--- src/rtl/cle_label_reader.sv ---
// cle_label_reader: raster read-back of the 32x32 label map. Pixels are
// re-packed into 128 foreground bytes (MSB = lowest pixel index), and the
// number of distinct nonzero labels is reported at scan end.
// Optional feature macro: CLE_READER_COUNT_EN enables the seen vector and
// popcount behind label_count. When the macro is undefined, label_count is tied to 0.
module cle_label_reader (
  input  logic       clk,
  input  logic       reset,
  input  logic       start,
  output logic [9:0] lab_a,
  output logic       lab_rd,
  input  logic [7:0] lab_q,
  output logic [6:0] pack_a,
  output logic [7:0] pack_d,
  output logic       pack_wen,
  output logic       busy,
  output logic       done,
  output logic [7:0] label_count
);

  localparam int unsigned PIX_W    = 10;
  localparam int unsigned BYTE_AW  = 7;
  localparam int unsigned DATA_W   = 8;
  localparam int unsigned LAST_PIX = 1023;

  typedef enum logic [1:0] {
    S_IDLE  = 2'd0,
    S_RUN   = 2'd1,
    S_DRAIN = 2'd2,
    S_DONE  = 2'd3
  } state_t;

  state_t             r_state;
  logic [PIX_W-1:0]   r_lab_a;
  logic               r_lab_rd;
  logic               r_drain;
  logic               r_busy;
  logic               r_done;
  logic [PIX_W-1:0]   r_pix1;
  logic               r_v1;
  logic [DATA_W-1:0]  r_shift;
  logic [BYTE_AW-1:0] r_pack_a;
  logic [DATA_W-1:0]  r_pack_d;
  logic               r_pack_wen;
  logic [DATA_W-1:0]  r_label_count;
  logic               w_start_scan;
  logic               w_fg;
  logic [DATA_W-1:0]  w_byte;
  logic [DATA_W-1:0]  w_popcount;

  assign w_start_scan = (r_state == S_IDLE) && start;
  assign w_fg         = |lab_q;
  assign w_byte       = {r_shift[DATA_W-2:0], w_fg};

  // Scan sequencer: address generation, drain of the read pipeline, done pulse
  always_ff @(posedge clk or negedge reset) begin
    if (!reset) begin
      r_state       <= S_IDLE;
      r_lab_a       <= '0;
      r_lab_rd      <= 1'b0;
      r_drain       <= 1'b0;
      r_busy        <= 1'b0;
      r_done        <= 1'b0;
      r_label_count <= '0;
    end else begin
      r_done <= 1'b0;
      case (r_state)
        S_IDLE: begin
          if (start) begin
            r_state       <= S_RUN;
            r_lab_a       <= '0;
            r_lab_rd      <= 1'b1;
            r_busy        <= 1'b1;
            r_drain       <= 1'b0;
            r_label_count <= '0;
          end
        end
        S_RUN: begin
          if (r_lab_a == PIX_W'(LAST_PIX)) begin
            r_state  <= S_DRAIN;
            r_lab_rd <= 1'b0;
          end else begin
            r_lab_a <= r_lab_a + PIX_W'(1);
          end
        end
        S_DRAIN: begin
          if (r_drain) begin
            r_state       <= S_DONE;
            r_done        <= 1'b1;
            r_busy        <= 1'b0;
            r_label_count <= w_popcount;
          end else begin
            r_drain <= 1'b1;
          end
        end
        S_DONE: begin
          r_state <= S_IDLE;
        end
        default: r_state <= S_IDLE;
      endcase
    end
  end

  // Read-return pipeline: remember which pixel the memory is answering for
  always_ff @(posedge clk or negedge reset) begin
    if (!reset) begin
      r_v1   <= 1'b0;
      r_pix1 <= '0;
    end else begin
      r_v1   <= r_lab_rd;
      r_pix1 <= r_lab_a;
    end
  end

  // Bit packing: shift in foreground bits MSB first, write on the 8th pixel
  always_ff @(posedge clk or negedge reset) begin
    if (!reset) begin
      r_shift    <= '0;
      r_pack_a   <= '0;
      r_pack_d   <= '0;
      r_pack_wen <= 1'b1;
    end else begin
      r_pack_wen <= 1'b1;
      if (w_start_scan) begin
        r_shift <= '0;
      end else if (r_v1) begin
        r_shift <= w_byte;
        if (r_pix1[2:0] == 3'd7) begin
          r_pack_a   <= r_pix1[PIX_W-1:3];
          r_pack_d   <= w_byte;
          r_pack_wen <= 1'b0;
        end
      end
    end
  end

`ifdef CLE_READER_COUNT_EN
  localparam int unsigned NUM_LABELS = 256;
  localparam int unsigned CNT_W      = 9;

  logic [NUM_LABELS-1:0] r_seen;
  logic [CNT_W-1:0]      w_pop_sum;

  // Seen vector: one bit per nonzero label value returned during the scan
  always_ff @(posedge clk or negedge reset) begin
    if (!reset) begin
      r_seen <= '0;
    end else if (w_start_scan) begin
      r_seen <= '0;
    end else if (r_v1 && w_fg) begin
      r_seen[lab_q] <= 1'b1;
    end
  end

  // Popcount of the seen vector; bit 0 is never set so the sum fits 8 bits
  always_comb begin
    w_pop_sum = '0;
    for (int i = 0; i < NUM_LABELS; i++) begin
      w_pop_sum = w_pop_sum + CNT_W'(r_seen[i]);
    end
  end

  assign w_popcount = DATA_W'(w_pop_sum);
`else
  assign w_popcount = '0;
`endif

  assign lab_a       = r_lab_a;
  assign lab_rd      = r_lab_rd;
  assign pack_a      = r_pack_a;
  assign pack_d      = r_pack_d;
  assign pack_wen    = r_pack_wen;
  assign busy        = r_busy;
  assign done        = r_done;
  assign label_count = r_label_count;

endmodule

--- config.mk ---
export PLATFORM = sky130hd
export DESIGN_NAME = cle_label_reader
export DESIGN_NICKNAME = d
export VERILOG_FILES = /design/src/rtl/cle_label_reader.sv
export SDC_FILE = /design/constraint.sdc
export NUM_CORES = 1
export LEC_CHECK = 0
export BUFFER_PORTS_ARGS = -buffer_cell sky130_fd_sc_hd__buf_2
export CORE_AREA = 5 5 81 83
export CTS_BUF_LIST = sky130_fd_sc_hd__clkbuf_4
export CTS_CLUSTER_SIZE = 20
export DETAILED_ROUTE_END_ITERATION = 7
export DIE_AREA = 0 0 86 88
export GPL_TIMING_DRIVEN = 0
export PLACE_DENSITY_LB_ADDON = 0.12
export RECOVER_POWER = 25
export SETUP_SLACK_MARGIN = 0.05
export SLEW_MARGIN = 40
export SYNTH_ARGS = -nofsm -noshare
export SYNTH_HDL_FRONTEND = slang
export SYNTH_SLANG_ARGS = --single-unit
--- constraint.sdc ---
create_clock -name clk -period 3.1 [get_ports clk]
set_clock_uncertainty 0.2 [all_clocks]
set_input_delay 0.62 -clock clk [delete_from_list [all_inputs] [get_ports clk]]
set_output_delay 0.62 -clock clk [all_outputs]
set_load 0.1 [all_outputs]
# Yosys cells after proc, flatten, opt, wreduce, memory -nomap -nowiden
# Index checks and enable logic that the tools add are counted.
[totals] wordCells=60 out_inout_bits=37 ff_bits=58
[op_classes] n_eq_ne=9 bitwise_logic=1 n_reduce_logical=12 add_sub_neg=1 mux=24
[op_table] operator="10-bit 2-to-1 mux" count=2
[op_table] operator="10-bit case mux with 2 select lines" count=1
[op_table] operator="8-bit 2-to-1 mux" count=2
[op_table] operator="8-bit case mux with 2 select lines" count=1
[op_table] operator="3-bit AND reduction" count=5
[op_table] operator="7-bit 2-to-1 mux" count=2
[op_table] operator="10-bit by 1-bit adder with 10-bit output, second input constant" count=1
[op_table] operator="10-bit equality test, second input constant" count=1
[op_table] operator="1-bit 2-to-1 mux" count=9
[op_table] operator="2-bit != test, second input constant" count=4
[op_table] operator="2-bit case mux with 4 select lines" count=1
[op_table] operator="8-bit OR reduction" count=1
[op_table] operator="2-bit 2-to-1 mux" count=3
[op_table] operator="1-bit case mux with 2 select lines" count=3
[op_table] operator="2-bit nonzero test" count=3
[op_table] operator="2-bit equality test, second input constant" count=2
[op_table] operator="3-bit equality test, second input constant" count=1
[op_table] operator="2-bit by 1-bit equality test with 1-bit output, second input constant" count=1
[op_table] operator="2-bit logical NOT" count=1
[op_table] operator="2-bit AND reduction" count=1
[op_table] operator="1-bit logical AND" count=1
[op_table] operator="1-bit NOT" count=1

# Longest topological paths before layout
# Gate-level depths: netlist (run 1).
[logic_depth] word_depth=4 depth_mapped=8

# Least setup slack after synthesis (run 1)
# OpenSTA, ideal clock, no wires.
[synth_path] kind="register to register" startpoint="reg r_lab_a[0] (netlist: lab_a[0])" endpoint="reg r_state[1]" path_buffers=0 path_stages_with_launch=6 required_time_ns=2.775 synth_period_minus_slack_ns=2.601 arrival_time_ns=2.276 setup_ns=0.125 setup_slack_ns=0.499 path_cell_list="dfrtp_1 -> ha_1 -> nand4_2 -> nor3_4 -> o221ai_2 -> mux2_4"
[synth_via] elab_chain_len=3
[synth_lines] item="start: declaration" line_no="34" rtl="logic [PIX_W-1:0] r_lab_a;"
[synth_lines] item="start signal: assignment" line_no="83" rtl="r_lab_a <= r_lab_a + PIX_W'(1);"
[synth_lines] item="10-bit equality test" line_no="79" rtl="if (r_lab_a == PIX_W'(LAST_PIX)) begin"
[synth_lines] item="2-bit != test (no source line)"
[synth_lines] item="3-bit AND reduction (no source line)"
[synth_lines] item="end signal: assignment" line_no="80" rtl="r_state <= S_DRAIN;"
[synth_lines] item="end signal: assignment" line_no="88" rtl="r_state <= S_DONE;"
[synth_lines] item="end signal: assignment" line_no="97" rtl="r_state <= S_IDLE;"
[synth_lines] item="end: declaration" line_no="33" rtl="state_t r_state;"
# No other way between the ends.
# A chain may end at the register's enable or synchronous reset.

# Worst setup path after layout (run 1)
[layout_path] startpoint="reg r_lab_a[5] (netlist: lab_a[5])" endpoint="out lab_a[5]"
[layout_rtl] item="end: declaration" line_no="10" rtl="output logic [9:0] lab_a,"
# No word-level cell between the ends.

==> flow_summary.json, run 1 <==
{
  "cts_resized": 0,
  "period_minus_slack_ns": 2.240,
  "cp_num_cells": 1,
  "ios": 48,
  "cts.root.buffer_cell": "clkbuf_4",
  "diodes": 0,
  "hp-class": "flip-flop to flip-flop",
  "place_hpwl_um": 3064,
  "avgSynthCellArea_um2": 12.12,
  "power.density_mw_per_mm2": 869.0,
  "drv_cap": 0,
  "synth-edff-count": 0,
  "tightest_slew_ns": 1.221,
  "die_w_um": 86,
  "synth_top_area_share_pct": 55.27,
  "cp.required_ns": 2.28,
  "setup_viol": 0,
  "portBuffers": 39,
  "rsz0062_at_grt": "false",
  "ant_nets": 0,
  "synth_cells": 183,
  "cp_top_family": "flip-flops",
  "cts_tree": "done",
  "drv_slew": 0,
  "synth_area_leaders": "dfrtp_1 (55%), mux2_2 (7.1%), buf_4 (3.4%)",
  "clk_latency_ns": 0.36,
  "clockBufferDepth": 2,
  "cts_buffers": 5,
  "worstSetupStartpointType": "flip-flop",
  "drt-total-wl_um": 4333,
  "async_flop_share_pct": 100.0,
  "hold_depth": 0,
  "synthFlopType": "dfrtp_1",
  "setup-tns-final_ns": 0,
  "viasPerCell": 4.913,
  "syn-cell-area_mm2": 0.002218,
  "crit_slowest_cell": "dfrtp_1",
  "final_hold_viol_count": 0,
  "fin_util_pct": 44.76,
  "grt_pass1_wl_um": 7452,
  "hold-worst-slack_ns": 0.2216,
  "ctsHoldBuffers": 0,
  "gp_congestion": 0.8425,
  "synth_cell_types": 43,
  "grt_max_degree": 51,
  "num_rows": 28,
  "gr-total-overflow": 0,
  "core_mm2": 0.005781,
  "cellLeakagePower_nw": 1.329,
  "final_common_cell": "dfrtp_1",
  "path_buf_inv": 1,
  "cp-end-kind": "primary output",
  "die-area_mm2": 0.007568,
  "critPathArrivalTime_ns": 1.42,
  "dr.pass1.iters": 4,
  "status": "finished clean",
  "num_vias": 1533,
  "layout_common_cells": "dfrtp_1 (49), buf_2 (38), mux2_2 (14)",
  "track_usage_pct": 12.48,
  "clock-sinks": 50,
  "initial_core_util_pct": 38.38,
  "critPathMaxFanout": 9,
  "die_y_um": 88,
  "fmax_mhz": 446.3,
  "slew_headroom_pct": 18.62,
  "cts.clk_slew.worst_paths_ns": 0.15,
  "ir_worst_vdd_uv": 533.9,
  "antenna_found_initial": 0,
  "synth_top_area_cell": "dfrtp_1",
  "criticalPathCategory": "flip-flop to primary output",
  "area_growth_pct": 16.64,
  "r2r_cells": 5,
  "cp_cell_sequence": "buf_2",
  "cts_setup_buffers": 0,
  "grt_pass1_vias": 1537,
  "ys_seq_area_share_pct": 56.46,
  "wl_per_cell_um": 13.89,
  "layout.nets": 252,
  "fin_crit_sh_pct": 72.27,
  "drive_gt1_share_pct": 35.02,
  "drc": 0,
  "ys_ff_latch": 50,
  "cts_max_level": 2,
  "cpPeakStageDelay_ns": 0.56,
  "yosysWarningCount": 0,
  "dr.first_iter.drc_count": 58
}
==> cell type report <==
cell class	instances	area [µm²]
clock buffers	5	37.54
plain buffers	12	90.09
clock inverters	3	16.27
inverters	7	26.28
flip-flops and latches	50	1252
multi-input cells	121	875.8
repair buffers	39	195.2
fillers	552	3193
well taps	75	93.84
==> where the power goes <==
group | internal [mW] | total, mW | switching [mW]
Combinational | 0.250 | 1.05 | 0.800
Clock | 0.0848 | 0.290 | 0.206
Sequential | 0.796 | 0.908 | 0.112
Total | 1.13 | 2.25 | 1.12
==> metrics by stage <==
stage	worst slack [ns]	instances	total power, mW	cell area [µm²]
CTS	0.8633	312	2.272	2590
global route	0.7926	312	2.391	2587
finish	0.8595	312	2.248	2587
floorplan	0.4989	190	1.777	2245
detailed placement	0.9602	304	1.978	2536
global placement	0.9824	304	1.971	2534
==> state kept, by name, indices dropped and copies added, names as in the netlist, 2 cells and up <==
signal	cells
lab_a	10
r_pix1	10
pack_d	8
pack_a	7
r_shift	7
r_state	2
==> per-layer routing <==
metal / vias to the layer above / GRT usage [%] / routed length (µm)
met3: 6 / 3.010 / 227
met2: 40 / 19.34 / 1913
met4: 0 / 4.029 / 59
li1: 747 / - / -
met1: 740 / 17.26 / 2133
met5: - / 0 / 0
==> logic make-up after synthesis <==
family,after synthesis,share of synthesized area (%)
buffers and inverters,19,5.245
and+or+nand+nor,52,14.27
AOI/OAI and AO/OA,34,10.10
muxes,22,10.94
other,1,0.1690
DFF,50,56.46
adders and majority gates,5,2.820
==> synth_stat cells, types with 3 or more instances <==
library cell  count
o21ai_0           8
mux2i_1           7
nand3_1           4
nor2_1           13
ha_1              5
a21oi_1          11
or4_1             3
mux2_2           14
a31oi_1           4
buf_4            10
dfrtp_1          49
nor3_1            4
inv_1             7
nand2_1           9
==> final timing paths <==
kind / from / end / slack [ns]
setup / recovery: lab_a[5]$_DFFE_PN0P_ / lab_a[5] / 0.86
hold / removal: lab_rd$_DFFE_PN0P_ / r_v1$_DFF_PN0_ / 0.22
hold reg to reg: lab_rd$_DFFE_PN0P_ / r_v1$_DFF_PN0_ / 0.22
setup reg to reg: lab_a[0]$_DFFE_PN0P_ / r_state[1]$_DFFE_PN0P_ / 0.96
max in group asynchronous: reset / r_pix1[7]$_DFF_PN0_ / 1.66
min in group asynchronous: reset / pack_d[3]$_DFFE_PN0P_ / 0.28
(Power assumes the default switching activity.)
==> inputs of run 2 (changes only) <==
==> constraint.sdc (replaced) <==
create_clock -name clk -period 2.19 [get_ports clk]
set_clock_uncertainty 0.2 [all_clocks]
set_input_delay 0.438 -clock clk [delete_from_list [all_inputs] [get_ports clk]]
set_output_delay 0.438 -clock clk [all_outputs]
set_load 0.1 [all_outputs]
==> run 2 against run 1 <==
First-iteration DRC count grew 48%. Utilization grew 0.65 points. Sequential power grew 43%. Non-clock buffer count grew 1. Critical path type is now flip-flop to flip-flop.
==> flow_summary.json, run 2 (synthesized netlist as in run 1, its figures left out) <==
{
  "die_w_um": 86,
  "pwr-share-seq_pct": 40.2,
  "num_vias": 1513,
  "ant_nets": 0,
  "hold_path_startpoint": "lab_rd$_DFFE_PN0P_",
  "tightest_slew_ns": 0.6216,
  "clk_latency_ns": 0.36,
  "power_switching_mw": 1.581,
  "rsz0062_at_grt": "false",
  "gr-total-overflow": 0,
  "final_common_cell": "dfrtp_1",
  "ff2ff_setup_slack_ns": 0.14,
  "cts_tree": "done",
  "fmax_mhz": 486.8,
  "portBuffers": 39,
  "hp-class": "flip-flop to flip-flop",
  "clockBufferDepth": 2,
  "dr.first_iter.drc_count": 86,
  "power_mw": 3.221,
  "area_growth_pct": 18.33,
  "hold-worst-slack_ns": 0.2294,
  "drc": 0,
  "setup_viol": 0,
  "initial_core_util_pct": 38.38,
  "critPathMaxFanout": 8,
  "hold_depth": 0,
  "ios": 48,
  "rr_endpoint": "r_state[1]$_DFFE_PN0P_",
  "final_hold_viol_count": 0,
  "die_y_um": 88,
  "antenna_found_initial": 0,
  "cts.clk_slew.worst_paths_ns": 0.15,
  "reg2reg_from": "lab_a[0]$_DFFE_PN0P_",
  "clock-sinks": 50,
  "p_int_mw": 1.640,
  "cp.required_ns": 2.24,
  "grt_max_degree": 51,
  "power.density_mw_per_mm2": 1227,
  "critPathArrivalTime_ns": 2.11,
  "viasPerCell": 4.834,
  "die-area_mm2": 0.007568,
  "diodes": 0,
  "slew_headroom_pct": 58.56,
  "drv_slew": 0,
  "r2r_cells": 5,
  "criticalPathCategory": "flip-flop to flip-flop",
  "drive_gt1_share_pct": 37.39,
  "p_comb_share_pct": 46.5,
  "ir_worst_vdd_uv": 855.6,
  "drv_cap": 0,
  "grt_pass1_vias": 1505,
  "dr.pass1.iters": 4,
  "num_rows": 28,
  "period_minus_slack_ns": 2.054,
  "cts.root.buffer_cell": "clkbuf_4",
  "p_clk_share_pct": 13.3,
  "cts_setup_buffers": 0,
  "cellLeakagePower_nw": 1.329,
  "cts_buffers": 5,
  "worstSetupStartpointType": "flip-flop",
  "fin_crit_sh_pct": 93.81,
  "switching_share_pct": 49.09,
  "grt_pass1_wl_um": 7707,
  "status": "finished clean",
  "layout.nets": 253,
  "track_usage_pct": 12.82,
  "cts_max_level": 2,
  "setup-tns-final_ns": 0,
  "gp_congestion": 0.8322,
  "place_hpwl_um": 3141,
  "wl_per_cell_um": 13.97,
  "min_to": "r_v1$_DFF_PN0_",
  "core_mm2": 0.005781,
  "drt-total-wl_um": 4372,
  "layout_common_cells": "dfrtp_1 (47), buf_2 (38), mux2_2 (14)",
  "cp-end-kind": "flip-flop"
}
==> run 2: cell type report <==
cell class / instances / area, µm²
timing repair buffer: 40 / 207.7
buffer: 12 / 90.09
clock buffer: 6 / 45.04
sequential: 50 / 1260
tap: 75 / 93.84
fill: 564 / 3156
multi-input combinational: 121 / 887.1
inverter: 7 / 26.28
clock inverter: 2 / 15.01
==> run 2: critical path: stages, from the launching register on <==
cell and delay [ns]:
dfrtp_4 0.49, ha_1 0.27, nand4_2 0.21, nor3_4 0.30, o221ai_2 0.16, mux2_4 0.32
==> run 2: timing repair <==
action | 4_1_cts | 5_1_grt
setup endpoints to repair | 0 | 10
endpoints found under the hold margin | 49 | 0
hold buffers | 1 | 0
gates resized for setup | 0 | 3
==> run 2: how the worst max path moves through the flow <==
stage,startpoint,to,slack (ns),cells past startpoint
global placement,r_state[0]$_DFFE_PN0P_,pack_a[1]$_DFFE_PN0P_,0.09,7
floorplan,lab_a[1]$_DFFE_PN0P_,r_state[1]$_DFFE_PN0P_,0.08,5
CTS,r_state[0]$_DFFE_PN0P_,pack_a[6]$_DFFE_PN0P_,0.05,7
global route,lab_a[0]$_DFFE_PN0P_,r_state[1]$_DFFE_PN0P_,0.05,5
detailed placement,r_state[0]$_DFFE_PN0P_,pack_a[6]$_DFFE_PN0P_,0.06,7
finish,lab_a[0]$_DFFE_PN0P_,r_state[1]$_DFFE_PN0P_,0.14,5
==> run 2: per-layer routing <==
layer	up-vias	wire, µm	global-route usage (%)
met5	-	0	0
met4	0	48	3.597
met3	5	230	3.669
met2	33	1977	19.41
met1	721	2115	17.97
li1	754	-	-
==> run 2: per-stage QoR <==
stage | utilization (%) | instance area (µm²) | std cells | setup WS, ns
CTS | 45.39 | 2624 | 313 | 0.05069
global placement | 44.13 | 2551 | 304 | 0.08556
detailed placement | 44.18 | 2554 | 304 | 0.06199
global route | 45.41 | 2625 | 313 | 0.05035
floorplan | - | 2262 | 190 | 0.07799
finish | 45.41 | 2625 | 313 | 0.1356
==> run 2: power groups by stage <==
stage	combinational (mW)	clock, mW	sequential [mW]
after floorplan	0.596	0	1.93
after global placement	1.48	0	1.32
after detailed placement	1.49	0	1.32
after CTS	1.50	0.451	1.30
after global routing	1.62	0.494	1.34
final	1.50	0.428	1.30
==> inputs of run 3 (changes only) <==
--- a/config.mk
+++ b/config.mk
@@ -6,12 +6,13 @@
 export NUM_CORES = 1
 export LEC_CHECK = 0
 export BUFFER_PORTS_ARGS = -buffer_cell sky130_fd_sc_hd__buf_2
-export CORE_AREA = 5 5 81 83
+export CORE_AREA = 2 2 78 80
 export CTS_BUF_LIST = sky130_fd_sc_hd__clkbuf_4
 export CTS_CLUSTER_SIZE = 20
 export DETAILED_ROUTE_END_ITERATION = 7
-export DIE_AREA = 0 0 86 88
+export DIE_AREA = 0 0 80 82
 export GPL_TIMING_DRIVEN = 0
+export HOLD_SLACK_MARGIN = 0.06
 export PLACE_DENSITY_LB_ADDON = 0.12
 export RECOVER_POWER = 25
 export SETUP_SLACK_MARGIN = 0.05
==> constraint.sdc (replaced) <==
create_clock -name clk -period 1.9 [get_ports clk]
set_clock_uncertainty 0.2 [all_clocks]
set_input_delay 0.38 -clock clk [delete_from_list [all_inputs] [get_ports clk]]
set_output_delay 0.38 -clock clk [all_outputs]
set_load 0.1 [all_outputs]
==> run 3 against run 2 <==
Wire length increased by 6.0%. Flip-flop and latch count did not move. Global-route usage rose by 2.1 points. Worst setup slack worse by 0.069 ns. Combinational power is 35% higher. Critical path depth is 3 lower. Critical endpoint is now lab_a[1]. Largest power group unchanged.
==> flow_summary.json, run 3 (synthesized netlist as in run 1, its figures left out) <==
{
  "cts.root.buffer_cell": "clkbuf_4",
  "maxUsedRoutingLayer": "met4",
  "gr-total-overflow": 0,
  "num_rows": 28,
  "drc": 0,
  "met2RoutedLength_um": 2158,
  "drv_cap": 0,
  "cts.clk_slew.worst_paths_ns": 0.14,
  "antenna_found_initial": 0,
  "grt_max_degree": 51,
  "drv_slew": 0,
  "ff2ff_setup_slack_ns": 0.09,
  "cellLeakagePower_nw": 1.450,
  "core_mm2": 0.005746,
  "die-area_mm2": 0.006560,
  "hold-worst-slack_ns": 0.2161,
  "rsz0062_at_grt": "true",
  "clockBufferDepth": 2,
  "layout_common_cells": "dfrtp_1 (40), buf_4 (34), buf_2 (26)",
  "met1_length_um": 2193,
  "ir_worst_vdd_uv": 753.3,
  "ios": 48,
  "dpl_worst_slack_ns": -0.1173,
  "tightest_slew_ns": 0.6193,
  "cts_max_level": 2,
  "diodes": 0,
  "die_y_um": 82,
  "wl_per_cell_um": 14.00,
  "clk_latency_ns": 0.35,
  "clock-sinks": 50,
  "final_common_cell": "dfrtp_1",
  "hp-class": "input port to flip-flop",
  "cp.required_ns": 1.32,
  "gp_congestion": 0.8346,
  "grt_pass1_wl_um": 7590,
  "dr_wl_met3_um": 256,
  "slew_headroom_pct": 58.71,
  "grt_pass1_vias": 1513,
  "num_vias": 1624,
  "area_growth_pct": 33.95,
  "drive_gt1_share_pct": 48.05,
  "fin_crit_sh_pct": 96.50,
  "final_hold_viol_count": 0,
  "status": "finished clean",
  "layout.nets": 271,
  "die_w_um": 80,
  "criticalPathCategory": "flip-flop to primary output",
  "place_hpwl_um": 2956,
  "nFillCells": 514,
  "period_minus_slack_ns": 1.834,
  "initial_core_util_pct": 38.61,
  "dr.pass1.iters": 4,
  "drt-total-wl_um": 4634,
  "cts_tree": "done",
  "fmax_mhz": 545.4,
  "power.density_mw_per_mm2": 1348,
  "critPathArrivalTime_ns": 1.25,
  "dr.first_iter.drc_count": 111,
  "critPathMaxFanout": 4,
  "ant_nets": 0,
  "setup_viol": 0,
  "cts_buffers": 5,
  "worstSetupStartpointType": "flip-flop",
  "cp-end-kind": "primary output",
  "track_usage_pct": 14.87,
  "setup_slack_ns": 0.06646,
  "portBuffers": 39,
  "viasPerCell": 4.906
}
## run 3: worst paths after layout
check	startpoint	end	cells after the start
worst max-delay path	lab_a[1]$_DFFE_PN0P_	lab_a[1]	2
worst min-delay path	start	r_drain$_DFFE_PN0P_	4
worst max register to register	lab_a[1]$_DFFE_PN0P_	r_state[1]$_DFFE_PN0P_	5
worst min register to register	lab_rd$_DFFE_PN0P_	r_v1$_DFF_PN0_	0
max in group asynchronous	reset	lab_a[1]$_DFFE_PN0P_	2
min in group asynchronous	reset	lab_a[4]$_DFFE_PN0P_	2
## run 3: worst max-delay path, cell delays in order (launching register included)
cell and delay, ns:
dfrtp_4 0.53, clkbuf_4 0.15, buf_4 0.22
## run 3: final cells by class
class                   instances  area (µm²)  share of cell area, %
clock buffers                   5       37.54                  1.263
well taps                      75       93.84                  3.158
repair buffers                 59       437.9                  14.74
plain buffers                  11       86.33                  2.905
clock inverters                 3       16.27                 0.5474
flip-flops and latches         50        1284                  43.20
inverters                       7       26.28                 0.8842
multi-input cells             121       989.7                  33.31
## run 3: per-stage QoR
| stage | instances | util, % | TNS (ns) | power [mW] | area [µm²] |
|---|---|---|---|---|---|
| after floorplan | 190 | - | -0.09305 | 2.974 | 2312 |
| after CTS | 325 | 50.52 | 0 | 3.978 | 2903 |
| after global routing | 331 | 51.72 | 0 | 4.255 | 2972 |
| after detailed placement | 304 | 45.32 | -0.8565 | 3.297 | 2604 |
| final | 331 | 51.72 | 0 | 4.004 | 2972 |
| after global placement | 304 | 45.27 | -0.6828 | 3.279 | 2601 |
## run 3: routing by layer
layer  vias to the layer above  GRT usage [%]
li1                        783              -
met1                       790          20.79
met2                        49          23.33
met3                         2          3.297
met4                         0          4.237
met5                         -              0
## run 3: report_power, final
part	switching (mW)	leakage (nW)	internal, mW
clock network	0.333	0.0286	0.139
registers	0.178	0.625	1.32
logic	1.40	0.797	0.635
total	1.91	1.45	2.09
## run 3: timing repair
item | in CTS | in global routing
pin swaps | 2 | 6
gates resized for setup | 30 | 10
endpoints found under the hold margin | 49 | 0
buffers inserted | 11 | 7
hold buffers | 1 | 0
cloned | 1 | 0
endpoints found under the setup margin | 33 | 27
